## src/rtl/timer_arb_if.sv

```systemverilog
// Requester-side bus of the timer arbiter: one instance per requester.
// The master modport is the requester, the slave modport is the arbiter.
interface timer_arb_if #(
  parameter int ADDR_W = 20
);
  logic              req;
  logic              we;
  logic [ADDR_W-1:0] addr;
  logic [31:0]       wdata;
  logic              gnt;
  logic              rvalid;
  logic [31:0]       rdata;
  logic              err;

  modport master (
    output req, we, addr, wdata,
    input  gnt, rvalid, rdata, err
  );

  modport slave (
    input  req, we, addr, wdata,
    output gnt, rvalid, rdata, err
  );
endinterface

```

## src/rtl/timer_arb.sv

```systemverilog
// Round-robin arbiter giving the core LSU (m0) and debug (m1) access to the timer registers.
// Build macro TIMER_ARB_ADDR_CHECK_EN: only word addresses 0x00/0x04 reach the timer, others return err.
module timer_arb #(
  parameter int ADDR_W = 20
) (
  input  logic              clk_i,
  input  logic              rst_ni,
  timer_arb_if.slave        m0,
  timer_arb_if.slave        m1,
  output logic              timer_wr_en_o,
  output logic [ADDR_W-1:0] timer_wr_addr_o,
  output logic [31:0]       timer_wr_data_o,
  output logic              timer_rd_en_o,
  output logic [ADDR_W-1:0] timer_rd_addr_o,
  input  logic [31:0]       timer_rd_data_i
);

  typedef enum logic [1:0] {
    IDLE,
    ACCESS,
    RESP
  } state_e;

  state_e            state_q, state_d;
  logic              last_m1_q;
  logic              lat_id_q;
  logic              lat_we_q;
  logic [ADDR_W-1:0] lat_addr_q;
  logic [31:0]       lat_wdata_q;
  logic [31:0]       resp_data_q;
  logic              resp_err_q;
  logic              gnt0;
  logic              gnt1;
  logic              addr_ok;
  logic              resp_phase;

`ifdef TIMER_ARB_ADDR_CHECK_EN
  assign addr_ok = (lat_addr_q == '0) || (lat_addr_q == ADDR_W'(4));
`else
  assign addr_ok = 1'b1;
`endif

  // Grants are gated by rst_ni so nothing is accepted while reset is held.
  always_comb begin
    state_d         = state_q;
    gnt0            = 1'b0;
    gnt1            = 1'b0;
    timer_wr_en_o   = 1'b0;
    timer_wr_addr_o = '0;
    timer_wr_data_o = '0;
    timer_rd_en_o   = 1'b0;
    timer_rd_addr_o = '0;
    case (state_q)
      IDLE: begin
        if (rst_ni) begin
          gnt0 = m0.req & (~m1.req | last_m1_q);
          gnt1 = m1.req & (~m0.req | ~last_m1_q);
          if (gnt0 || gnt1) state_d = ACCESS;
        end
      end
      ACCESS: begin
        state_d = RESP;
        if (addr_ok) begin
          if (lat_we_q) begin
            timer_wr_en_o   = 1'b1;
            timer_wr_addr_o = lat_addr_q;
            timer_wr_data_o = lat_wdata_q;
          end else begin
            timer_rd_en_o   = 1'b1;
            timer_rd_addr_o = lat_addr_q;
          end
        end
      end
      RESP:    state_d = IDLE;
      default: state_d = IDLE;
    endcase
  end

  always_ff @(posedge clk_i or negedge rst_ni) begin
    if (!rst_ni) begin
      state_q     <= IDLE;
      last_m1_q   <= 1'b1;
      lat_id_q    <= 1'b0;
      lat_we_q    <= 1'b0;
      lat_addr_q  <= '0;
      lat_wdata_q <= '0;
      resp_data_q <= '0;
      resp_err_q  <= 1'b0;
    end else begin
      state_q <= state_d;
      if (gnt0 || gnt1) begin
        last_m1_q   <= gnt1;
        lat_id_q    <= gnt1;
        lat_we_q    <= gnt1 ? m1.we    : m0.we;
        lat_addr_q  <= gnt1 ? m1.addr  : m0.addr;
        lat_wdata_q <= gnt1 ? m1.wdata : m0.wdata;
      end
      if (state_q == ACCESS) begin
        resp_data_q <= (!lat_we_q && addr_ok) ? timer_rd_data_i : 32'd0;
        resp_err_q  <= ~addr_ok;
      end
    end
  end

  // Response fields are masked so they read as zero outside the rvalid pulse.
  assign resp_phase = (state_q == RESP);
  assign m0.gnt     = gnt0;
  assign m1.gnt     = gnt1;
  assign m0.rvalid  = resp_phase & ~lat_id_q;
  assign m1.rvalid  = resp_phase & lat_id_q;
  assign m0.rdata   = m0.rvalid ? resp_data_q : 32'd0;
  assign m1.rdata   = m1.rvalid ? resp_data_q : 32'd0;
  assign m0.err     = m0.rvalid & resp_err_q;
  assign m1.err     = m1.rvalid & resp_err_q;

endmodule

```

## src/flat_wrapper.sv

```systemverilog
// flat-port wrapper written by rule: the top's interface ports become plain ports
module timer_arb_flat 
#(
  parameter int ADDR_W = 20
)
  (clk_i, rst_ni, timer_wr_en_o, timer_wr_addr_o, timer_wr_data_o, timer_rd_en_o, timer_rd_addr_o, timer_rd_data_i, m0_req, m0_we, m0_addr, m0_wdata, m0_gnt, m0_rvalid, m0_rdata, m0_err, m1_req, m1_we, m1_addr, m1_wdata, m1_gnt, m1_rvalid, m1_rdata, m1_err);
  timer_arb_if #(.ADDR_W(ADDR_W)) m0_i ();
  timer_arb_if #(.ADDR_W(ADDR_W)) m1_i ();
  input  logic clk_i;
  input  logic rst_ni;
  output logic timer_wr_en_o;
  output logic [ADDR_W-1:0] timer_wr_addr_o;
  output logic [31:0] timer_wr_data_o;
  output logic timer_rd_en_o;
  output logic [ADDR_W-1:0] timer_rd_addr_o;
  input  logic [31:0] timer_rd_data_i;
  input wire logic [$bits(m0_i.req)-1:0] m0_req;
  input wire logic [$bits(m0_i.we)-1:0] m0_we;
  input wire logic [$bits(m0_i.addr)-1:0] m0_addr;
  input wire logic [$bits(m0_i.wdata)-1:0] m0_wdata;
  output wire logic [$bits(m0_i.gnt)-1:0] m0_gnt;
  output wire logic [$bits(m0_i.rvalid)-1:0] m0_rvalid;
  output wire logic [$bits(m0_i.rdata)-1:0] m0_rdata;
  output wire logic [$bits(m0_i.err)-1:0] m0_err;
  input wire logic [$bits(m1_i.req)-1:0] m1_req;
  input wire logic [$bits(m1_i.we)-1:0] m1_we;
  input wire logic [$bits(m1_i.addr)-1:0] m1_addr;
  input wire logic [$bits(m1_i.wdata)-1:0] m1_wdata;
  output wire logic [$bits(m1_i.gnt)-1:0] m1_gnt;
  output wire logic [$bits(m1_i.rvalid)-1:0] m1_rvalid;
  output wire logic [$bits(m1_i.rdata)-1:0] m1_rdata;
  output wire logic [$bits(m1_i.err)-1:0] m1_err;
  assign m0_i.req = m0_req;
  assign m0_i.we = m0_we;
  assign m0_i.addr = m0_addr;
  assign m0_i.wdata = m0_wdata;
  assign m0_gnt = m0_i.gnt;
  assign m0_rvalid = m0_i.rvalid;
  assign m0_rdata = m0_i.rdata;
  assign m0_err = m0_i.err;
  assign m1_i.req = m1_req;
  assign m1_i.we = m1_we;
  assign m1_i.addr = m1_addr;
  assign m1_i.wdata = m1_wdata;
  assign m1_gnt = m1_i.gnt;
  assign m1_rvalid = m1_i.rvalid;
  assign m1_rdata = m1_i.rdata;
  assign m1_err = m1_i.err;
  timer_arb #(.ADDR_W(ADDR_W)) u_core (.clk_i(clk_i), .rst_ni(rst_ni), .m0(m0_i), .m1(m1_i), .timer_wr_en_o(timer_wr_en_o), .timer_wr_addr_o(timer_wr_addr_o), .timer_wr_data_o(timer_wr_data_o), .timer_rd_en_o(timer_rd_en_o), .timer_rd_addr_o(timer_rd_addr_o), .timer_rd_data_i(timer_rd_data_i));
endmodule
```

## config.mk

```make
export PLATFORM = sky130hd
export DESIGN_NAME = timer_arb_flat
export DESIGN_NICKNAME = d
export VERILOG_FILES = /design/src/rtl/timer_arb_if.sv /design/src/rtl/timer_arb.sv /design/src/flat_wrapper.sv
export SDC_FILE = /design/constraint.sdc
export NUM_CORES = 1
export LEC_CHECK = 0
export ABC_AREA = 0
export ABC_CLOCK_PERIOD_IN_PS = 3800
export CAP_MARGIN = 20
export CORE_MARGIN = 10
export CORE_UTILIZATION = 30
export DETAILED_ROUTE_END_ITERATION = 10
export GPL_ROUTABILITY_DRIVEN = 0
export PLACE_DENSITY = 0.77
export SYNTH_ARGS = -nofsm -noshare
export SYNTH_HDL_FRONTEND = slang
export SYNTH_SLANG_ARGS = --single-unit
```

## constraint.sdc

```tcl
create_clock -name clk_i -period 3.8 [get_ports clk_i]
set_input_delay 0.57 -clock clk_i [delete_from_list [all_inputs] [get_ports clk_i]]
set_output_delay 0.57 -clock clk_i [all_outputs]
set_load 0.005 [all_outputs]
```

==> flow_results.org <==
** Place
- Dpl ws :: 0.943 ns
- The count of buffers added on input and output ports is 283.
- The HPWL after detailed placement is 14.5 mm.
- Placed insts :: 1004

** Yosys
- Yosys warns :: 0
- Async set-or-reset flop fraction in the synthesized netlist :: 100%
- Among all flip-flop cells after synthesis, the most frequent one is dfrtp_1.
- Largest area contributor in the synthesized netlist :: dfrtp_1
- Average cell area after synthesis :: 8.97 µm²
- Count leader, synth :: dfrtp_1
- Netlist Area Pre-Place :: 0.00501 mm²
- Post-synthesis cell type count :: 30
- In this run, synthesis produced a sequential element count of 89.
- In this run the biggest area consumer among cell types represents 43.9% of the synthesized area.
- Gate count after technology mapping :: 559
- Ranked by total cell area, the synthesized netlist is headed by dfrtp_1 (44%), and3_1 (9.0%), and2_1 (8.0%).
- Counting flops with a built-in enable in the synthesized netlist gives 0.
- Register area share after synthesis :: 44.4%
- By count the netlist is led by dfrtp_1 (88), and3_1 (72), and2_1 (64).

** Timing
- The worst path meets setup with 0.639 ns of slack.
- The count of endpoints failing hold in the final timing report was 0.
- Headroom to the max-slew limit came out at 27.7%.
- Worst-margin pin slew :: 1.09 ns
- Setup violations remaining at the end of the flow were counted as 0.
- Clk_skew :: 0.00612 ns
- Shortest clock period the worst path allows after layout :: 3.16 ns
- Accumulated negative setup slack :: 0 ns
- Timing would allow up to 316 MHz.
- After layout, the worst path uses 83.2% of the clock period.
- Unrepaired setup endpoints after global routing :: no
- Max-slew violation total from the final report :: 0

** GRT
- Pin count of the biggest net entering global routing :: 107
- Number of antenna violations at the first check in global routing :: 1
- Vias in the first global route :: 5082
- GR Util All Layers :: 17.3%
- The first global-routing pass estimated 30.7 mm of wire.
- Sum of overflow across all layers after global routing :: 0

** Layout
- In the final layout, the share of cells above drive strength 1 is 4.50%.
- After the last flow step, the layout net total stands at 937.
- Antenna cells :: 0
- For this run, the share of the core covered by cells in the final layout is 49.3%.
- Area used by sequential logic in the layout :: 0.00223 mm²
- In the final layout, the multi-input gates occupy 0.00240 mm².
- Area growth from synthesis to layout :: 61.9%
- The finished layout holds 1020 standard cells, fillers aside.
- Number of fill cells in the layout :: 1594

** Clock network
- In this run, CTS created clock tree buffers numbering 9.
- Insertion delay of the later-clocked pin in the worst-skew pair :: 0.35 ns
- Clock Tree Root :: clkbuf_16
- # Post-CTS Setup Buffers :: 0
- TritonCTS built the clock tree.
- After clock tree synthesis, the clock-pin slew on the worst setup and hold paths is 0.06 ns.
- Cells resized by post-CTS repair :: 0
- The H-tree generated during clock tree synthesis spans 3 levels.
- Buffers inserted to repair hold after CTS numbered 0.
- Counting every sink on the clock net gives 89.
- In this run the deepest clock path goes through 2 buffers.

** Drt
- After detailed routing, the number of remaining DRC violations is 0.
- For this block, the routed nets add up to 20.6 mm of wire.
- Detail Route Antenna Nets :: 0
- In the routed layout, each cell is associated on average with a via count of 5.25.
- The detailed router finished its first iteration with 287 violations.
- Number of detailed-routing iterations run before antenna repair :: 5
- After detailed routing, the average wire length per cell comes to 20.2 µm.
- Vias :: 5355

** Worst setup path
- The worst setup path is launched from a flip-flop.
- At the worst endpoint, the required time is 3.23 ns.
- Reg2reg path depth :: 4
- STA classifies the critical path endpoint as a primary output.
- Data arrives at the worst endpoint at 2.59 ns.
- Worst Path Max Fanout :: 73
- Critical path class :: reg -> out

** Power
- IR analysis of the VDD net gives a maximum drop of 0.238 mV.
- Of the total power, combinational logic draws 31.6%.
- The analysis attributes to net switching a power of 0.00107 W.
- Part of the power in registers :: 42.4%
- Cell Int Power :: 0.00218 W
- Leak Pwr :: 3.34 nW
- Net switching share of the total power :: 32.9%
- Relative contribution of the clock network to total power :: 26.1%
- Pwr Density :: 399 mW/mm²

** Die
- Row count :: 47
- The initial utilization of the core area, before any placement, comes to 30.4%.
- The die covers 0.0223 mm².
- In this run the count of I/O pins placed on the die edge is 286.
- The die is 149 µm wide.
- Area of the core :: 0.0165 mm²
- Vertical die dimension :: 149 µm

** Min path
- Class of the tightest hold or removal check :: in -> async

** Run status
- The flow ran to the end, and the final reports show no timing, DRC or antenna violations.

** Run
- Max-cap check violation count :: 0
==> power by group through the flow <==
stage / clock, W / combinational [W] / sequential (W)
after floorplan: 0 / 0.000565 / 0.00130
after global placement: 0 / 0.00102 / 0.00138
after detailed placement: 0 / 0.00103 / 0.00139
after CTS: 0.000875 / 0.00103 / 0.00137
after global routing: 0.000910 / 0.00112 / 0.00141
final: 0.000845 / 0.00102 / 0.00137
==> placed cells by master (no fill, tap or decap), drive strengths merged, types with 2 or more instances in the layout <==
master | synthesis | layout
clkdlybuf4s50 | 0 | 282
dfrtp | 88 | 88
and3 | 72 | 72
and2 | 65 | 65
nand3 | 54 | 54
a21oi | 53 | 53
a31oi | 53 | 53
o21ai | 53 | 53
a22o | 32 | 32
buf | 30 | 12
clkbuf | 40 | 9
inv | 3 | 4
clkinvlp | 0 | 3
clkinv | 0 | 3
nor2 | 3 | 3
nand2b | 2 | 2
a21o | 2 | 2
conb | 1 | 2
nor3b | 2 | 2
==> cell families after synthesis <==
logic type	synth area share, %
AO/OA/AOI/OAI	23.5
buffers and inverters	8.04
flip-flops	44.4
other	0.0748
AND/OR/NAND/NOR	23.9
==> metal layers <==
metal | vias up | wire length [µm] | GRT usage [%]
met1 | 2557 | 8410 | 20.9
met5 | - | 18 | 0
met2 | 266 | 9830 | 28.5
li1 | 2506 | - | -
met3 | 24 | 2030 | 6.04
met4 | 2 | 327 | 5.25
==> stage by stage <==
| step | area, µm² | total power (W) | hold WS (ns) |
|---|---|---|---|
| 4_1_cts | 8120 | 0.00328 | 0.332 |
| 2_1_floorplan | 5020 | 0.00187 | 0.274 |
| 5_1_grt | 8120 | 0.00344 | 0.352 |
| 3_3_place_gp | 7850 | 0.00239 | 0.497 |
| 3_5_place_dp | 7850 | 0.00242 | 0.499 |
| 6_report | 8120 | 0.00324 | 0.314 |
==> path summary, 6_finish.rpt <==
check | startpoint | to | slack (ns)
max | u_core.state_q[1] | timer_wr_data_o[3] | 0.64
min | rst_ni | u_core.state_q[0] | 0.31
max reg2reg | u_core.state_q[0] | u_core.lat_wdata_q[0] | 1.74
min reg2reg | u_core.resp_data_q[18] | u_core.resp_data_q[18] | 0.52
max in group asynchronous | rst_ni | u_core.resp_data_q[10] | 2.42
min in group clk_i | u_core.resp_data_q[18] | u_core.resp_data_q[18] | 0.52
==> worst max-delay path, cell delays in order (launching register included) <==
cell	delay [ns]
dfrtp_1	0.43
nand2b_1	0.19
inv_2	0.78
and3_1	0.30
clkdlybuf4s50_1	0.53
==> layout make-up <==
| class | instances | share of cell area [%] |
|---|---|---|
| sequential | 89 | 27.5 |
| clock buffer | 9 | 2.77 |
| multi-input combinational | 398 | 29.6 |
| tap | 220 | 3.39 |
| clock inverter | 7 | 0.570 |
| timing repair buffer | 294 | 36.0 |
| inverter | 3 | 0.139 |
==> registers in the layout (all words and copies together) (netlist names) <==
signal and cells:
u_core.state_q 2, u_core.last_m1_q 1, u_core.lat_addr_q 20, u_core.lat_id_q 1, u_core.lat_we_q 1, u_core.resp_data_q 32, u_core.lat_wdata_q 32
Note: power is estimated with default switching activity, not from simulation.
